[src/rtl/rx_payload_consumer.sv]
// rx_payload_consumer: application-side reader of the per-flow RX payload ring.
// For each app read request it fetches the flow's commit and tail pointers,
// grants min(request, readable bytes), advances the tail by the grant and
// returns the ring offset and granted length. One request in flight at a time.
module rx_payload_consumer #(
  parameter int flowid_w_p = 8,
  parameter int ptr_w_p    = 8
) (
  input  logic                  clk,
  input  logic                  rst,

  input  logic                  app_rd_req_val,
  input  logic [flowid_w_p-1:0] app_rd_req_flowid,
  input  logic [ptr_w_p:0]      app_rd_req_len,
  output logic                  app_rd_req_rdy,

  output logic                  app_rd_resp_val,
  output logic [flowid_w_p-1:0] app_rd_resp_flowid,
  output logic [ptr_w_p-1:0]    app_rd_resp_addr,
  output logic [ptr_w_p:0]      app_rd_resp_len,
  output logic                  app_rd_resp_err,
  input  logic                  app_rd_resp_rdy,

  output logic                  commit_ptr_rd_req_val,
  output logic [flowid_w_p-1:0] commit_ptr_rd_req_addr,
  input  logic                  commit_ptr_rd_req_rdy,
  input  logic                  commit_ptr_rd_resp_val,
  input  logic [ptr_w_p:0]      commit_ptr_rd_resp_data,
  output logic                  commit_ptr_rd_resp_rdy,

  output logic                  tail_ptr_rd_req_val,
  output logic [flowid_w_p-1:0] tail_ptr_rd_req_addr,
  input  logic                  tail_ptr_rd_req_rdy,
  input  logic                  tail_ptr_rd_resp_val,
  input  logic [ptr_w_p:0]      tail_ptr_rd_resp_data,
  output logic                  tail_ptr_rd_resp_rdy,

  output logic                  tail_ptr_wr_req_val,
  output logic [flowid_w_p-1:0] tail_ptr_wr_req_addr,
  output logic [ptr_w_p:0]      tail_ptr_wr_req_data,
  input  logic                  tail_ptr_wr_req_rdy
);

  typedef enum logic [2:0] {
    IDLE,
    RD_REQ,
    RD_RESP,
    CALC,
    WR_TAIL,
    RESP
  } state_t;

  // A completely full ring holds exactly 2^ptr_w_p bytes.
  localparam logic [ptr_w_p:0] RING_BYTES = {1'b1, {ptr_w_p{1'b0}}};

  state_t                r_state;
  logic [flowid_w_p-1:0] r_flowid;
  logic [ptr_w_p:0]      r_len;
  logic                  r_commit_sent;
  logic                  r_tail_sent;
  logic                  r_commit_got;
  logic                  r_tail_got;
  logic [ptr_w_p:0]      r_commit_ptr;
  logic [ptr_w_p:0]      r_tail_ptr;
  logic                  r_commit_req_val;
  logic                  r_tail_req_val;
  logic                  r_commit_resp_rdy;
  logic                  r_tail_resp_rdy;
  logic                  r_wr_val;
  logic [ptr_w_p:0]      r_wr_data;
  logic                  r_resp_val;
  logic [ptr_w_p-1:0]    r_resp_addr;
  logic [ptr_w_p:0]      r_resp_len;
  logic                  r_resp_err;

  logic                  w_app_req_fire;
  logic                  w_commit_req_fire;
  logic                  w_tail_req_fire;
  logic                  w_commit_resp_fire;
  logic                  w_tail_resp_fire;
  logic                  w_both_sent;
  logic                  w_both_got;
  logic [ptr_w_p:0]      w_avail;
  logic                  w_err;
  logic [ptr_w_p:0]      w_grant;
  logic [ptr_w_p:0]      w_new_tail;

  // Handshake strobes; the "both" terms include a flag being set this cycle so
  // the common case does not lose a cycle waiting for the flag register.
  assign w_app_req_fire     = app_rd_req_val && app_rd_req_rdy;
  assign w_commit_req_fire  = r_commit_req_val && commit_ptr_rd_req_rdy;
  assign w_tail_req_fire    = r_tail_req_val && tail_ptr_rd_req_rdy;
  assign w_commit_resp_fire = r_commit_resp_rdy && commit_ptr_rd_resp_val;
  assign w_tail_resp_fire   = r_tail_resp_rdy && tail_ptr_rd_resp_val;
  assign w_both_sent        = (r_commit_sent || w_commit_req_fire) && (r_tail_sent || w_tail_req_fire);
  assign w_both_got         = (r_commit_got || w_commit_resp_fire) && (r_tail_got || w_tail_resp_fire);

  // Readable bytes and grant; the pointer difference is modulo the wrap-bit width,
  // so anything beyond a full ring can only come from a corrupted pointer pair.
  assign w_avail    = r_commit_ptr - r_tail_ptr;
  assign w_err      = (w_avail > RING_BYTES);
  assign w_grant    = w_err ? '0 : ((r_len < w_avail) ? r_len : w_avail);
  assign w_new_tail = r_tail_ptr + w_grant;

  // Request ready must read low while rst is held and high the first cycle after.
  assign app_rd_req_rdy = (r_state == IDLE) && !rst;

  assign commit_ptr_rd_req_val  = r_commit_req_val;
  assign commit_ptr_rd_req_addr = r_flowid;
  assign commit_ptr_rd_resp_rdy = r_commit_resp_rdy;
  assign tail_ptr_rd_req_val    = r_tail_req_val;
  assign tail_ptr_rd_req_addr   = r_flowid;
  assign tail_ptr_rd_resp_rdy   = r_tail_resp_rdy;
  assign tail_ptr_wr_req_val    = r_wr_val;
  assign tail_ptr_wr_req_addr   = r_flowid;
  assign tail_ptr_wr_req_data   = r_wr_data;
  assign app_rd_resp_val        = r_resp_val;
  assign app_rd_resp_flowid     = r_flowid;
  assign app_rd_resp_addr       = r_resp_addr;
  assign app_rd_resp_len        = r_resp_len;
  assign app_rd_resp_err        = r_resp_err;

  // Request sequencer: pointer fetch, grant computation, tail update, response.
  always_ff @(posedge clk) begin
    // NOTE: every state register uses <= so all updates see pre-edge values;
    // the later case statement may override the common handshake updates.
    if (rst) begin
      r_state           <= IDLE;
      r_flowid          <= '0;
      r_len             <= '0;
      r_commit_sent     <= 1'b0;
      r_tail_sent       <= 1'b0;
      r_commit_got      <= 1'b0;
      r_tail_got        <= 1'b0;
      r_commit_ptr      <= '0;
      r_tail_ptr        <= '0;
      r_commit_req_val  <= 1'b0;
      r_tail_req_val    <= 1'b0;
      r_commit_resp_rdy <= 1'b0;
      r_tail_resp_rdy   <= 1'b0;
      r_wr_val          <= 1'b0;
      r_wr_data         <= '0;
      r_resp_val        <= 1'b0;
      r_resp_addr       <= '0;
      r_resp_len        <= '0;
      r_resp_err        <= 1'b0;
    end else begin
      // Per-port read handshakes, independent of each other and of the state.
      if (w_commit_req_fire) begin
        r_commit_sent    <= 1'b1;
        r_commit_req_val <= 1'b0;
      end
      if (w_tail_req_fire) begin
        r_tail_sent    <= 1'b1;
        r_tail_req_val <= 1'b0;
      end
      if (w_commit_resp_fire) begin
        r_commit_ptr      <= commit_ptr_rd_resp_data;
        r_commit_got      <= 1'b1;
        r_commit_resp_rdy <= 1'b0;
      end
      if (w_tail_resp_fire) begin
        r_tail_ptr      <= tail_ptr_rd_resp_data;
        r_tail_got      <= 1'b1;
        r_tail_resp_rdy <= 1'b0;
      end

      case (r_state)
        IDLE: begin
          if (w_app_req_fire) begin
            r_flowid          <= app_rd_req_flowid;
            r_len             <= app_rd_req_len;
            r_commit_sent     <= 1'b0;
            r_tail_sent       <= 1'b0;
            r_commit_got      <= 1'b0;
            r_tail_got        <= 1'b0;
            r_commit_req_val  <= 1'b1;
            r_tail_req_val    <= 1'b1;
            r_commit_resp_rdy <= 1'b1;
            r_tail_resp_rdy   <= 1'b1;
            r_state           <= RD_REQ;
          end
        end
        RD_REQ: begin
          if (w_both_sent) begin
            r_state <= RD_RESP;
          end
        end
        RD_RESP: begin
          if (w_both_got) begin
            r_state <= CALC;
          end
        end
        CALC: begin
          r_resp_addr <= r_tail_ptr[ptr_w_p-1:0];
          r_resp_len  <= w_grant;
          r_resp_err  <= w_err;
          r_wr_data   <= w_new_tail;
          if (w_grant != '0) begin
            r_wr_val <= 1'b1;
            r_state  <= WR_TAIL;
          end else begin
            r_resp_val <= 1'b1;
            r_state    <= RESP;
          end
        end
        WR_TAIL: begin
          if (tail_ptr_wr_req_rdy) begin
            r_wr_val   <= 1'b0;
            r_resp_val <= 1'b1;
            r_state    <= RESP;
          end
        end
        RESP: begin
          if (app_rd_resp_rdy) begin
            r_resp_val <= 1'b0;
            r_state    <= IDLE;
          end
        end
        default: begin
          r_state <= IDLE;
        end
      endcase
    end
  end

endmodule

[config.mk]
export PLATFORM = sky130hd
export DESIGN_NAME = rx_payload_consumer
export DESIGN_NICKNAME = d
export VERILOG_FILES = /design/src/rtl/rx_payload_consumer.sv
export SDC_FILE = /design/constraint.sdc
export NUM_CORES = 1
export LEC_CHECK = 0
export ABC_AREA = 1
export BUFFER_PORTS_ARGS = -buffer_cell sky130_fd_sc_hd__buf_4
export CORE_MARGIN = 2
export CORE_UTILIZATION = 57
export DETAILED_ROUTE_END_ITERATION = 10
export GPL_ROUTABILITY_DRIVEN = 0
export GPL_TIMING_DRIVEN = 0
export PLACE_DENSITY = 0.88
export SLEW_MARGIN = 30
export SYNTH_ARGS = -nofsm -noshare
export SYNTH_HDL_FRONTEND = slang
export SYNTH_SLANG_ARGS = --single-unit
[constraint.sdc]
create_clock -name clk -period 11.54 [get_ports clk]
set_input_delay 1.154 -clock clk [delete_from_list [all_inputs] [get_ports clk]]
set_output_delay 1.154 -clock clk [all_outputs]
set_load 0.02 [all_outputs]
Word-level counts from Yosys, hierarchy flattened
Index checks and enable logic that the tools add are counted.

storage, ports and cells
  input bits = 44
  logic and storage cells = 96
  bits in read-only memories = 0
  register bits = 75
  latch bits = 0
  memories kept = 0
  output and inout bits = 66
  memory bits (writable) = 0

operators by class
  div/mod/pow operators = 0
  equality and inequality tests = 12
  bitwise gates (word level) = 0
  shifts and indexed selects = 0
  add/sub/neg operators = 2
  reduce and logical (&&, ||, !) cells = 21
  multiplexer cells = 40
  multiply operators = 0
  magnitude comparators = 2

operators with widths
  kind                                                              count
  1-bit two-way mux                                                 30
  9-bit two-way mux                                                 2
  3-bit one-hot mux with 6 select lines                             1
  3-bit two-way mux                                                 5
  2-bit inequality test (second input constant)                     7
  9-bit adder                                                       1
  9-bit greater-than comparator (second input constant)             1
  9-bit < comparator                                                1
  9-bit nonzero test                                                1
  9-bit subtractor                                                  1
  1-bit logical AND                                                 8
  3-bit by 2-bit == test with 1-bit output (second input constant)  2
  3-bit == test (second input constant)                             2
  5-bit AND reduction                                               1
  1-bit logical OR                                                  4
  4-bit AND reduction                                               1
  3-bit by 1-bit == test with 1-bit output (second input constant)  1
  3-bit logical NOT                                                 1
  1-bit one-hot mux with 3 select lines                             1
  3-bit AND reduction                                               1
  3-bit nonzero test                                                1
  1-bit one-hot mux with 2 select lines                             1
  2-bit AND reduction                                               1
  2-bit nonzero test                                                1
  1-bit logical NOT                                                 1

Longest topological paths before layout
Gate-level depths: netlist of the first run.

  word-level depth = 7
  depth in mapped cells = 33
  mapped depth without buffers = 33

Least setup slack after synthesis of the first run
OpenSTA, ideal clock, no wires.

  kind = register -> register
  from = register r_commit_ptr[0]
  to = register r_wr_data[8], in the netlist tail_ptr_wr_req_data[8]
  path slack = 7.193 ns
  path buffers = 0
  required time = 11.412 ns
  data arrival time = 4.218 ns
  stages on the path, launching flop included = 33
  clock period less this slack = 4.347 ns
  setup time = 0.128 ns
  path through = dfxtp_1 inv_1 ha_1 fa_1 inv_1 nand4_1 nand2_1 nand2_1 nand2_1 nand2_1 nand2_1 xor2_1 inv_1 ha_1 nand3_1 nand2_1 inv_2 nand3_4 nand2_1 nand3_1 inv_1 ha_1 inv_1 fa_1 o21ai_0 a21oi_1 nor2_1 nor2_1 o21ai_0 a21oi_1 xor2_1 xnor2_1 a21oi_1

on the way
  word-level cells in the longest chain between the ends = 5
  elaborated cells on any way between the ends = 6
  those cells by class = 2 x add/sub; 2 x order compare; 2 x mux

RTL lines
  item                      RTL line  RTL
  start: declaration        63        logic [ptr_w_p:0] r_commit_ptr;
  start signal: assignment  158       r_commit_ptr <= commit_ptr_rd_resp_data;
  9-bit subtractor *        100       assign w_avail = r_commit_ptr - r_tail_ptr;
  9-bit < comparator        102       assign w_grant = w_err ? '0 : ((r_len < w_avail) ? r_len : w_avail);
  9-bit two-way mux         102
  9-bit two-way mux *       102
  named net w_grant[0]      85        logic [ptr_w_p:0] w_grant;
  9-bit adder *             103       assign w_new_tail = r_tail_ptr + w_grant;
  end signal: assignment    198       r_wr_data <= w_new_tail;
  end: declaration          70        logic [ptr_w_p:0] r_wr_data;

The timed path passes the listed nets; every way through them passes the cells marked *.
A chain may end at the register's enable or synchronous reset.

Final worst setup path of the first run
  from = register r_tail_ptr[0]
  to = register r_wr_data[8], in the netlist tail_ptr_wr_req_data[8]

on the way
  word-level cells in the longest chain between the ends = 5
  elaborated cells on any way between the ends = 6
  those cells by class = 2 x add/sub; 2 x order compare; 2 x mux

RTL lines
  item                      RTL line  RTL
  start: declaration        64        logic [ptr_w_p:0] r_tail_ptr;
  start signal: assignment  163       r_tail_ptr <= tail_ptr_rd_resp_data;
  9-bit subtractor *        100
  9-bit < comparator        102
  9-bit two-way mux         102
  9-bit two-way mux *       102
  named net w_grant[0]      85
  9-bit adder *             103

Marks and branches as above.

==> results of run 1 <==
[final timing paths]
check	slack, ns	depth (start not counted)	end	from
setup / recovery	6.38	31	tail_ptr_wr_req_data[8]	r_tail_ptr[0]
hold / removal	0.47	2	app_rd_resp_val	app_rd_resp_val
setup reg to reg	6.38	31	tail_ptr_wr_req_data[8]	r_tail_ptr[0]
hold reg to reg	0.47	2	app_rd_resp_val	app_rd_resp_val
[layer usage]
layer  track usage  share of wire  vias to the layer above
met2        0.5352           0.49                      190
met4        0.1074          0.024                        0
met3       0.07183          0.081                       29
li1              -              -                     2031
met1        0.3455           0.40                     1890
met5             0              0                        -
[layout by cell type (no fill, tap or decap), types with 2 or more instances in the layout]
cell        instances
buf_4             132
nand2_1            81
dfxtp_1            75
inv_1              66
o21ai_0            57
a21oi_1            50
nor2_1             49
nand3_1            47
ha_1               22
clkbuf_1           18
xor2_1             10
clkbuf_8           10
nand4_1             8
nand2_2             7
nand3_2             6
nor3_1              4
inv_2               3
nor2_2              3
a21oi_2             3
nand2_4             3
o21bai_1            2
xnor2_1             2
fa_1                2
clkinvlp_4          2
clkinv_2            2
[cells by family (layout without fill, tap and decap cells)]
logic type,after synthesis,in the layout,share of synthesized area
simple gates,216,216,0.2535
compound gates,115,115,0.1471
buf+inv,113,237,0.1268
flops,75,75,0.3692
fa+ha+maj,24,24,0.07754
xor+xnor,12,12,0.02585
[worst register-to-register path, delay by kind of cell (launching register included)]
family,cells,cell delay (ns)
flops,1,0.37
fa+ha+maj,5,1.53
buf+inv,5,0.51
simple gates,13,1.19
compound gates,5,0.82
xor+xnor,3,0.60
[sequential cells by signal, indices dropped and copies added (netlist names)]
register and cells:
app_rd_resp_len 9, app_rd_resp_flowid 8, r_commit_sent 1, tail_ptr_rd_req_val 1, app_rd_resp_val 1, r_len 9
tail_ptr_rd_resp_rdy 1, commit_ptr_rd_resp_rdy 1, r_commit_ptr 9, commit_ptr_rd_req_val 1, app_rd_resp_err 1, r_tail_ptr 9
r_state 3, app_rd_resp_addr 8, tail_ptr_wr_req_data 9, r_tail_got 1, r_commit_got 1, tail_ptr_wr_req_val 1
r_tail_sent 1
[power groups by stage]
stage	logic [mW]	clock network [mW]	registers [mW]
finish	0.510	0.207	0.311
global route	0.565	0.219	0.314
global placement	0.480	0	0.315
floorplan	0.350	0	0.326
detailed placement	0.498	0	0.316
CTS	0.502	0.208	0.310
[metrics by stage]
step | setup slack [ns] | instances
2_1_floorplan | 7.193 | 555
3_3_place_gp | 6.762 | 759
3_5_place_dp | 6.545 | 759
4_1_cts | 6.509 | 775
5_1_grt | 6.077 | 775
6_report | 6.378 | 775
[final cells by class]
type,count,area (sq um),area share
multi-input combinational,367,2049,0.3942
sequential,75,1501,0.2888
timing repair buffer,108,810.8,0.1560
inverter,69,259.0,0.04982
buffer,44,256.5,0.04934
clock buffer,10,137.6,0.02647
tap,96,120.1,0.02310
clock inverter,6,63.81,0.01227
==> flow_metrics.tcl, run 1 <==
set metrics [dict create \
    place_area_sq_mm 0.004997 \
    tightest_slew_ns 0.9329 \
    slew-limit-headroom 0.3729 \
    crit_type "reg2reg" \
    max_freq_mhz 193.7 \
    ys_top_cells_by_count "nand2_1, dfxtp_1, inv_1" \
    cpMaxStageDelayCell "fa_1" \
    first_pass_iters 5 \
    required_ns 11.77 \
    grt.overflow.total 0 \
    comb_power_share 0.496 \
    viasPerCell 5.342 \
    sw_frac_of_total 0.4319 \
    synth_edf_count 0 \
    hold_viol 0 \
    pin_count 110 \
    synth_top_area_frac 0.3692 \
    synth_fp_nets 623 \
    antenna_found_initial 0 \
    nets 742 \
    clock_power_share 0.201 \
    cp-start-kind "flip-flop" \
    synthFlopType "dfxtp_1" \
    synth-seq-cells 75 \
    netlist_area_sq_mm 0.004066 \
    cts_sinks 75 \
    drtIter0Drc 277 \
    grt_pass1_wl_um 17980 \
    drcViolationCount 0 \
    synthToLayoutAreaGrowth_pct 27.85 \
    p_int_mw 0.5838 \
    stdcell_area_sq_mm 0.005199 \
    cts_tree "built" \
    power.leakage_nw 2.679 \
    clock_latency_ns 0.35 \
    critPathTopFamily "adder cells" \
    io_buffers 108 \
    ctsHoldBuffers 0 \
    p_sw_mw 0.4439 \
    finalCritPeriodShare 0.4473 \
    endpoint_kind "flip-flop" \
    cts_made_buffers 9 \
    maxCapViolCount 0 \
    core_sq_mm 0.006832 \
    cts_setup_buffers 0 \
    avgSynthCellArea_sq_um 7.327 \
    cpPeakStageDelay_ns 0.42 \
    crit_fanout 9 \
    fillers 531 \
    n_antenna_cell 0 \
    synthArstFlopShare 0 \
    holdWs_ns 0.4680 \
    p_per_area_mw_per_mm2 197.7 \
    p_total_mw 1.028 \
    grt_pass1_vias 3934 \
    ys_top_cells_by_area "dfxtp_1, nand2_1, o21ai_0, ha_1, a21oi_1" \
    worstPathArrival_ns 5.39 \
    synth_most_common_cell "nand2_1" \
    die_area_sq_mm 0.007826 \
    fin_util 0.7610 \
    vias 4140 \
    grt_use_total 0.2984 \
    vdd_ir_drop_max_mv 0.09437 \
    yosysWarnings 0 \
    die_x_um 88.47 \
    ant_nets 0 \
    pwr-share-seq 0.303 \
    root_buffer "clkbuf_8" \
    dpl.hpwl_um 8778 \
    yosysTopAreaCell "dfxtp_1" \
    die_h_um 88.47 \
    ys_seq_area_frac 0.3692 \
    rsz0062_at_grt "no" \
    hp-class "reg2reg" \
    clk_pin_slew_ns 0.08 \
    wirelength_um 11300 \
    synth_cell_type_count 35 \
    grt_max_degree 14 \
    cts_resized 0 \
    start_util 0.5952 \
    crit_buf_inv 5 \
    htree_num_levels 3 \
    cts_buffer_depth 2 \
    wl_per_cell_um 14.58 \
    finalCriticalPeriod_ns 5.162 \
    skew_ns 0.007948 \
    netlist_instances 555 \
    setup_tns_ns 0 \
    final_layout_size_suffix_gt1_frac 0.2636 \
    crit_top_cell "nand2_1" \
    maxSlewViolCount 0 \
    rows 30 \
    setup_viol 0 \
    status "complete, no violations" \
]
Note: power is estimated with default switching activity, not from simulation.
==> run 2, diff against run 1 <==
--- a/config.mk
+++ b/config.mk
@@ -8,11 +8,11 @@
 export ABC_AREA = 1
 export BUFFER_PORTS_ARGS = -buffer_cell sky130_fd_sc_hd__buf_4
 export CORE_MARGIN = 2
-export CORE_UTILIZATION = 57
+export CORE_UTILIZATION = 48
 export DETAILED_ROUTE_END_ITERATION = 10
 export GPL_ROUTABILITY_DRIVEN = 0
 export GPL_TIMING_DRIVEN = 0
-export PLACE_DENSITY = 0.88
+export PLACE_DENSITY = 0.79
 export SLEW_MARGIN = 30
 export SYNTH_ARGS = -nofsm -noshare
 export SYNTH_HDL_FRONTEND = slang
==> constraint.sdc (replaced) <==
create_clock -name clk -period 4.63 [get_ports clk]
set_input_delay 0.463 -clock clk [delete_from_list [all_inputs] [get_ports clk]]
set_output_delay 0.463 -clock clk [all_outputs]
set_load 0.02 [all_outputs]
==> run 2 against run 1 <==
Wire length up 3.3%. Clock power rose to 3.1 times the previous value. Design area up 7.1%. Die area up 18%.
==> flow_metrics.tcl, run 2 (synthesis results as in run 1) <==
set metrics [dict create \
    status "complete, no violations" \
    endpoint_kind "flip-flop" \
    cts_sinks 75 \
    finalCriticalPeriod_ns 4.464 \
    cp-start-kind "flip-flop" \
    hp-class "in2reg" \
    wl_per_cell_um 14.63 \
    finalNonFillerCells 798 \
    antenna_found_initial 0 \
    grt_pass1_vias 3802 \
    htree_num_levels 3 \
    drtIter0Drc 285 \
    die_area_sq_mm 0.009224 \
    required_ns 4.86 \
    first_pass_iters 5 \
    rows 33 \
    grt_max_degree 15 \
    io_buffers 108 \
    clk_pin_slew_ns 0.08 \
    timing.rr.end "tail_ptr_wr_req_data[8]" \
    rr_startpoint "r_tail_ptr[0]" \
    placed_cells 768 \
    holdPathStages 3 \
    tightest_slew_ns 0.8524 \
    grt_use_total 0.2427 \
    cts_buffer_depth 2 \
    min_to "app_rd_resp_flowid[0]" \
    fillers 647 \
    power.leakage_nw 2.795 \
    maxSlewViolCount 0 \
    n_antenna_cell 0 \
    dpl.hpwl_um 8420 \
    hp-start "app_rd_req_flowid[0]" \
    setup_viol 0 \
    max_freq_mhz 224.0 \
    root_buffer "clkbuf_8" \
    nets 756 \
    wirelength_um 11680 \
    crit_type "reg2reg" \
    final_layout_size_suffix_gt1_frac 0.3232 \
    maxCapViolCount 0 \
    clock_latency_ns 0.36 \
    cts_made_buffers 9 \
    synthToLayoutAreaGrowth_pct 36.86 \
    dr_wl_met2_um 5619 \
    r2r_cells 26 \
    ant_nets 0 \
    die_h_um 96.04 \
    slew-limit-headroom 0.4270 \
    pin_count 110 \
    drcViolationCount 0 \
    ctsHoldBuffers 0 \
    final_common_cell "buf_4" \
    p_total_mw 2.884 \
    die_x_um 96.04 \
    worstPathArrival_ns 4.70 \
    rrSetupSlack_ns 0.17 \
    vias 4209 \
    grt.overflow.total 0 \
    start_util 0.4949 \
    core_sq_mm 0.008217 \
    crit_fanout 5 \
    wl_met1_um 4882 \
    p_per_area_mw_per_mm2 518.1 \
    grt_pass1_wl_um 17330 \
    hold_viol 0 \
    highest_layer "met4" \
    layout_common_cells "buf_4, nand2_1, dfxtp_1" \
    holdWs_ns 0.3194 \
    skew_ns 0.01107 \
    multi_input_area_sq_mm 0.002246 \
    vdd_ir_drop_max_mv 0.2930 \
    cpMaxStageDelayCell "fa_2" \
    viasPerCell 5.274 \
    crit_top_cell "a21oi_1" \
    cts_tree "built" \
    finalCritPeriodShare 0.9641 \
    cpPeakStageDelay_ns 0.40 \
    dr_wl_met3_um 837 \
    seqCellArea_sq_mm 0.001504 \
]
run 2: layout make-up:
| type | count | area share |
|---|---|---|
| plain buffers | 44 | 0.04609 |
| clock buffers | 9 | 0.02226 |
| clock inverters | 7 | 0.02226 |
| multi-input cells | 368 | 0.4036 |
| flip-flops and latches | 75 | 0.2702 |
| well taps | 105 | 0.02361 |
| repair buffers | 121 | 0.1655 |
| inverters | 69 | 0.04654 |
run 2: how the worst max path moves through the flow:
stage	slack, ns	to	startpoint	depth (start not counted)
floorplan	0.28	tail_ptr_wr_req_data[8]	r_commit_ptr[0]	32
global placement	-0.20	tail_ptr_wr_req_data[8]	r_tail_ptr[0]	31
detailed placement	-0.28	tail_ptr_wr_req_data[8]	r_commit_ptr[0]	32
CTS	0.03	tail_ptr_wr_req_data[8]	r_commit_ptr[0]	32
global route	-0.07	tail_ptr_wr_req_data[7]	r_tail_ptr[0]	31
finish	0.17	tail_ptr_wr_req_data[8]	r_tail_ptr[0]	26
run 2: metrics by stage:
step / cell area (sq um) / TNS, ns / setup slack [ns] / util
final: 5565 / 0 / 0.1662 / 0.6773
after detailed placement: 5009 / -0.2789 / -0.2789 / 0.6096
after floorplan: 4066 / 0 / 0.2833 / -
after global placement: 5009 / -0.2040 / -0.2040 / 0.6096
after global routing: 5565 / -0.08509 / -0.07154 / 0.6773
after CTS: 5294 / 0 / 0.02572 / 0.6443
run 2: power breakdown:
| group | total [mW] | internal [mW] | leakage, nW | switching [mW] |
|---|---|---|---|---|
| clock | 0.640 | 0.364 | 0.126 | 0.276 |
| sequential | 0.779 | 0.719 | 0.612 | 0.0602 |
| combinational | 1.46 | 0.583 | 2.06 | 0.882 |
run 2: what timing repair did:
action / in CTS / in global routing
buffers inserted: 2 / 11
gates cloned: 0 / 1
pin swaps: 1 / 22
resized for setup: 5 / 37
endpoints found under the setup margin: 1 / 4
run 2: worst max-delay path, delay by kind of cell (launching register included):
| family | cells | cell delay, ns |
|---|---|---|
| DFF | 1 | 0.37 |
| buffers and inverters | 3 | 0.30 |
| AOI/OAI and AO/OA | 8 | 0.95 |
| and+or+nand+nor | 7 | 0.69 |
| adders and majority gates | 5 | 1.43 |
| xor gates and xnor gates | 3 | 0.61 |
run 2: per-layer routing:
| layer | vias to the layer above | global-route usage |
|---|---|---|
| li1 | 2062 | - |
| met1 | 1933 | 0.3066 |
| met2 | 185 | 0.4063 |
| met3 | 29 | 0.04229 |
| met4 | 0 | 0.1036 |
| met5 | - | 0 |
==> run 3, diff against run 2 <==
--- a/config.mk
+++ b/config.mk
@@ -8,11 +8,11 @@
 export ABC_AREA = 1
 export BUFFER_PORTS_ARGS = -buffer_cell sky130_fd_sc_hd__buf_4
 export CORE_MARGIN = 2
-export CORE_UTILIZATION = 48
+export CORE_UTILIZATION = 30
 export DETAILED_ROUTE_END_ITERATION = 10
 export GPL_ROUTABILITY_DRIVEN = 0
 export GPL_TIMING_DRIVEN = 0
-export PLACE_DENSITY = 0.79
+export PLACE_DENSITY = 0.54
 export SLEW_MARGIN = 30
 export SYNTH_ARGS = -nofsm -noshare
 export SYNTH_HDL_FRONTEND = slang
==> run 3 against run 2 <==
Sequential power is essentially flat. Power is 6.3% higher. Setup slack gained 0.076 ns.
==> flow_metrics.tcl, run 3 (synthesis results as in run 1) <==
set metrics [dict create \
    final_common_cell "buf_4" \
    vdd_ir_drop_max_mv 0.2301 \
    htree_num_levels 3 \
    crit_type "reg2reg" \
    status "complete, no violations" \
    place_area_sq_mm 0.005097 \
    comb_power_share 0.477 \
    holdPathStages 3 \
    rr_startpoint "r_tail_ptr[0]" \
    cpMaxStageDelayCell "fa_2" \
    cts_sinks 75 \
    cp-start-kind "flip-flop" \
    grt.overflow.total 0 \
    layout_common_cells "buf_4, nand2_1, dfxtp_1" \
    grt_pass1_vias 3857 \
    stdcell_area_sq_mm 0.005738 \
    max_freq_mhz 227.9 \
    wirelength_um 12280 \
    grt_pass1_wl_um 19170 \
    crit_top_cell "a21oi_1" \
    dpl.hpwl_um 9340 \
    setup_viol 0 \
    maxCapViolCount 0 \
    final_layout_size_suffix_gt1_frac 0.3223 \
    drcViolationCount 0 \
    finalCritPeriodShare 0.9476 \
    sw_frac_of_total 0.3940 \
    wl_per_cell_um 14.15 \
    maxSlewViolCount 0 \
    cts_tree "built" \
    antenna_found_initial 0 \
    hold_viol 0 \
    cts_made_buffers 9 \
    cts_buffer_depth 2 \
    viasPerCell 4.613 \
    p_int_mw 1.858 \
    skew_ns 0.005129 \
    io_buffers 108 \
    holdWs_ns 0.3416 \
    finalCriticalPeriod_ns 4.387 \
    grt_use_total 0.1691 \
    rrSetupSlack_ns 0.24 \
    nets 756 \
    clock_latency_ns 0.35 \
    synthToLayoutAreaGrowth_pct 41.11 \
    min_to "r_len[1]" \
    hp-start "app_rd_req_len[1]" \
    hp-class "in2reg" \
    tightest_slew_ns 0.8938 \
    power.leakage_nw 2.838 \
    p_sw_mw 1.208 \
    fillers 1392 \
    ant_nets 0 \
    core_sq_mm 0.01324 \
    timing.rr.end "tail_ptr_wr_req_data[8]" \
    die_area_sq_mm 0.01450 \
    required_ns 4.85 \
    root_buffer "clkbuf_16" \
    first_pass_iters 5 \
    r2r_cells 28 \
    clk_pin_slew_ns 0.06 \
    clock_power_share 0.268 \
    endpoint_kind "flip-flop" \
    drtIter0Drc 250 \
    n_antenna_cell 0 \
    worstPathArrival_ns 4.60 \
    setup_tns_ns 0 \
    p_per_area_mw_per_mm2 534.3 \
    cpPeakStageDelay_ns 0.41 \
    pin_count 110 \
    slew-limit-headroom 0.3992 \
    die_x_um 120.4 \
    rsz0062_at_grt "yes" \
    vias 4004 \
    rows 42 \
    crit_fanout 6 \
    start_util 0.3071 \
    pwr-share-seq 0.255 \
    die_h_um 120.4 \
    grt_max_degree 13 \
]
## run 3: changes by cell type in the layout (fill, tap and decap cells not counted), sizes merged
cell,previous run,this run
clkbuf,27,29
inv,71,69
clkinv,2,1
dlymetal6s2s,0,1
nand3,55,54
## run 3: metal layers
metal | vias to the layer above | global-route usage | share of wire | wire length, um
met1 | 1812 | 0.2294 | 0.48 | 5870
met3 | 16 | 0.04434 | 0.061 | 750
li1 | 2056 | - | - | -
met5 | - | 0 | 0 | 0
met2 | 120 | 0.2620 | 0.44 | 5455
met4 | 0 | 0.05378 | 0.016 | 201
## run 3: layout make-up
type / count / area [sq um] / area share
Buffer: 44 / 256.5 / 0.04470
Timing Repair Buffer: 122 / 924.6 / 0.1611
Clock inverter: 4 / 98.84 / 0.01723
Clock buffer: 11 / 242.7 / 0.04230
Sequential cell: 75 / 1506 / 0.2625
Multi-Input combinational cell: 367 / 2230 / 0.3886
Tap cell: 176 / 220.2 / 0.03838
Inverter: 69 / 259.0 / 0.04514
## run 3: power groups by stage
stage | registers [mW] | clock network, mW | logic [mW]
floorplan | 0.812 | 0 | 0.872
global placement | 0.788 | 0 | 1.24
detailed placement | 0.791 | 0 | 1.25
CTS | 0.777 | 0.841 | 1.29
global route | 0.791 | 0.868 | 1.63
finish | 0.781 | 0.822 | 1.46
## run 3: worst max-delay path by stage
stage | startpoint | end | slack, ns | cells after the start
after floorplan | r_commit_ptr[0] | tail_ptr_wr_req_data[8] | 0.28 | 32
after global placement | r_tail_ptr[0] | tail_ptr_wr_req_data[8] | -0.35 | 31
after detailed placement | r_tail_ptr[0] | tail_ptr_wr_req_data[8] | -0.33 | 31
after CTS | r_tail_ptr[0] | tail_ptr_wr_req_data[8] | 0.06 | 31
after global routing | r_tail_ptr[0] | tail_ptr_wr_req_data[8] | -0.11 | 28
final | r_tail_ptr[0] | tail_ptr_wr_req_data[8] | 0.24 | 28
## run 3: what timing repair did
item | 4_1_cts | 5_1_grt
buffers inserted | 2 | 12
hold buffers | 0 | 0
pin swaps | 1 | 25
setup endpoints to repair | 3 | 4
resized for setup | 6 | 38
## run 3: stage by stage
stage,utilization,worst slack [ns],power [mW],instances
after floorplan,-,0.2833,1.684,555
after global placement,0.3849,-0.3522,2.027,839
after detailed placement,0.3849,-0.3316,2.044,839
after CTS,0.4135,0.06151,2.903,856
after global routing,0.4333,-0.1116,3.289,868
final,0.4333,0.2426,3.066,868
## run 3: critical path, delay by kind of cell, from the launching register on
family	cells	cell delay, ns
buffers and inverters	3	0.20
XOR/XNOR	3	0.52
adder cells (fa/ha/maj)	5	1.36
AO/OA/AOI/OAI	8	0.92
flip-flops	1	0.37
AND/OR/NAND/NOR	9	0.90
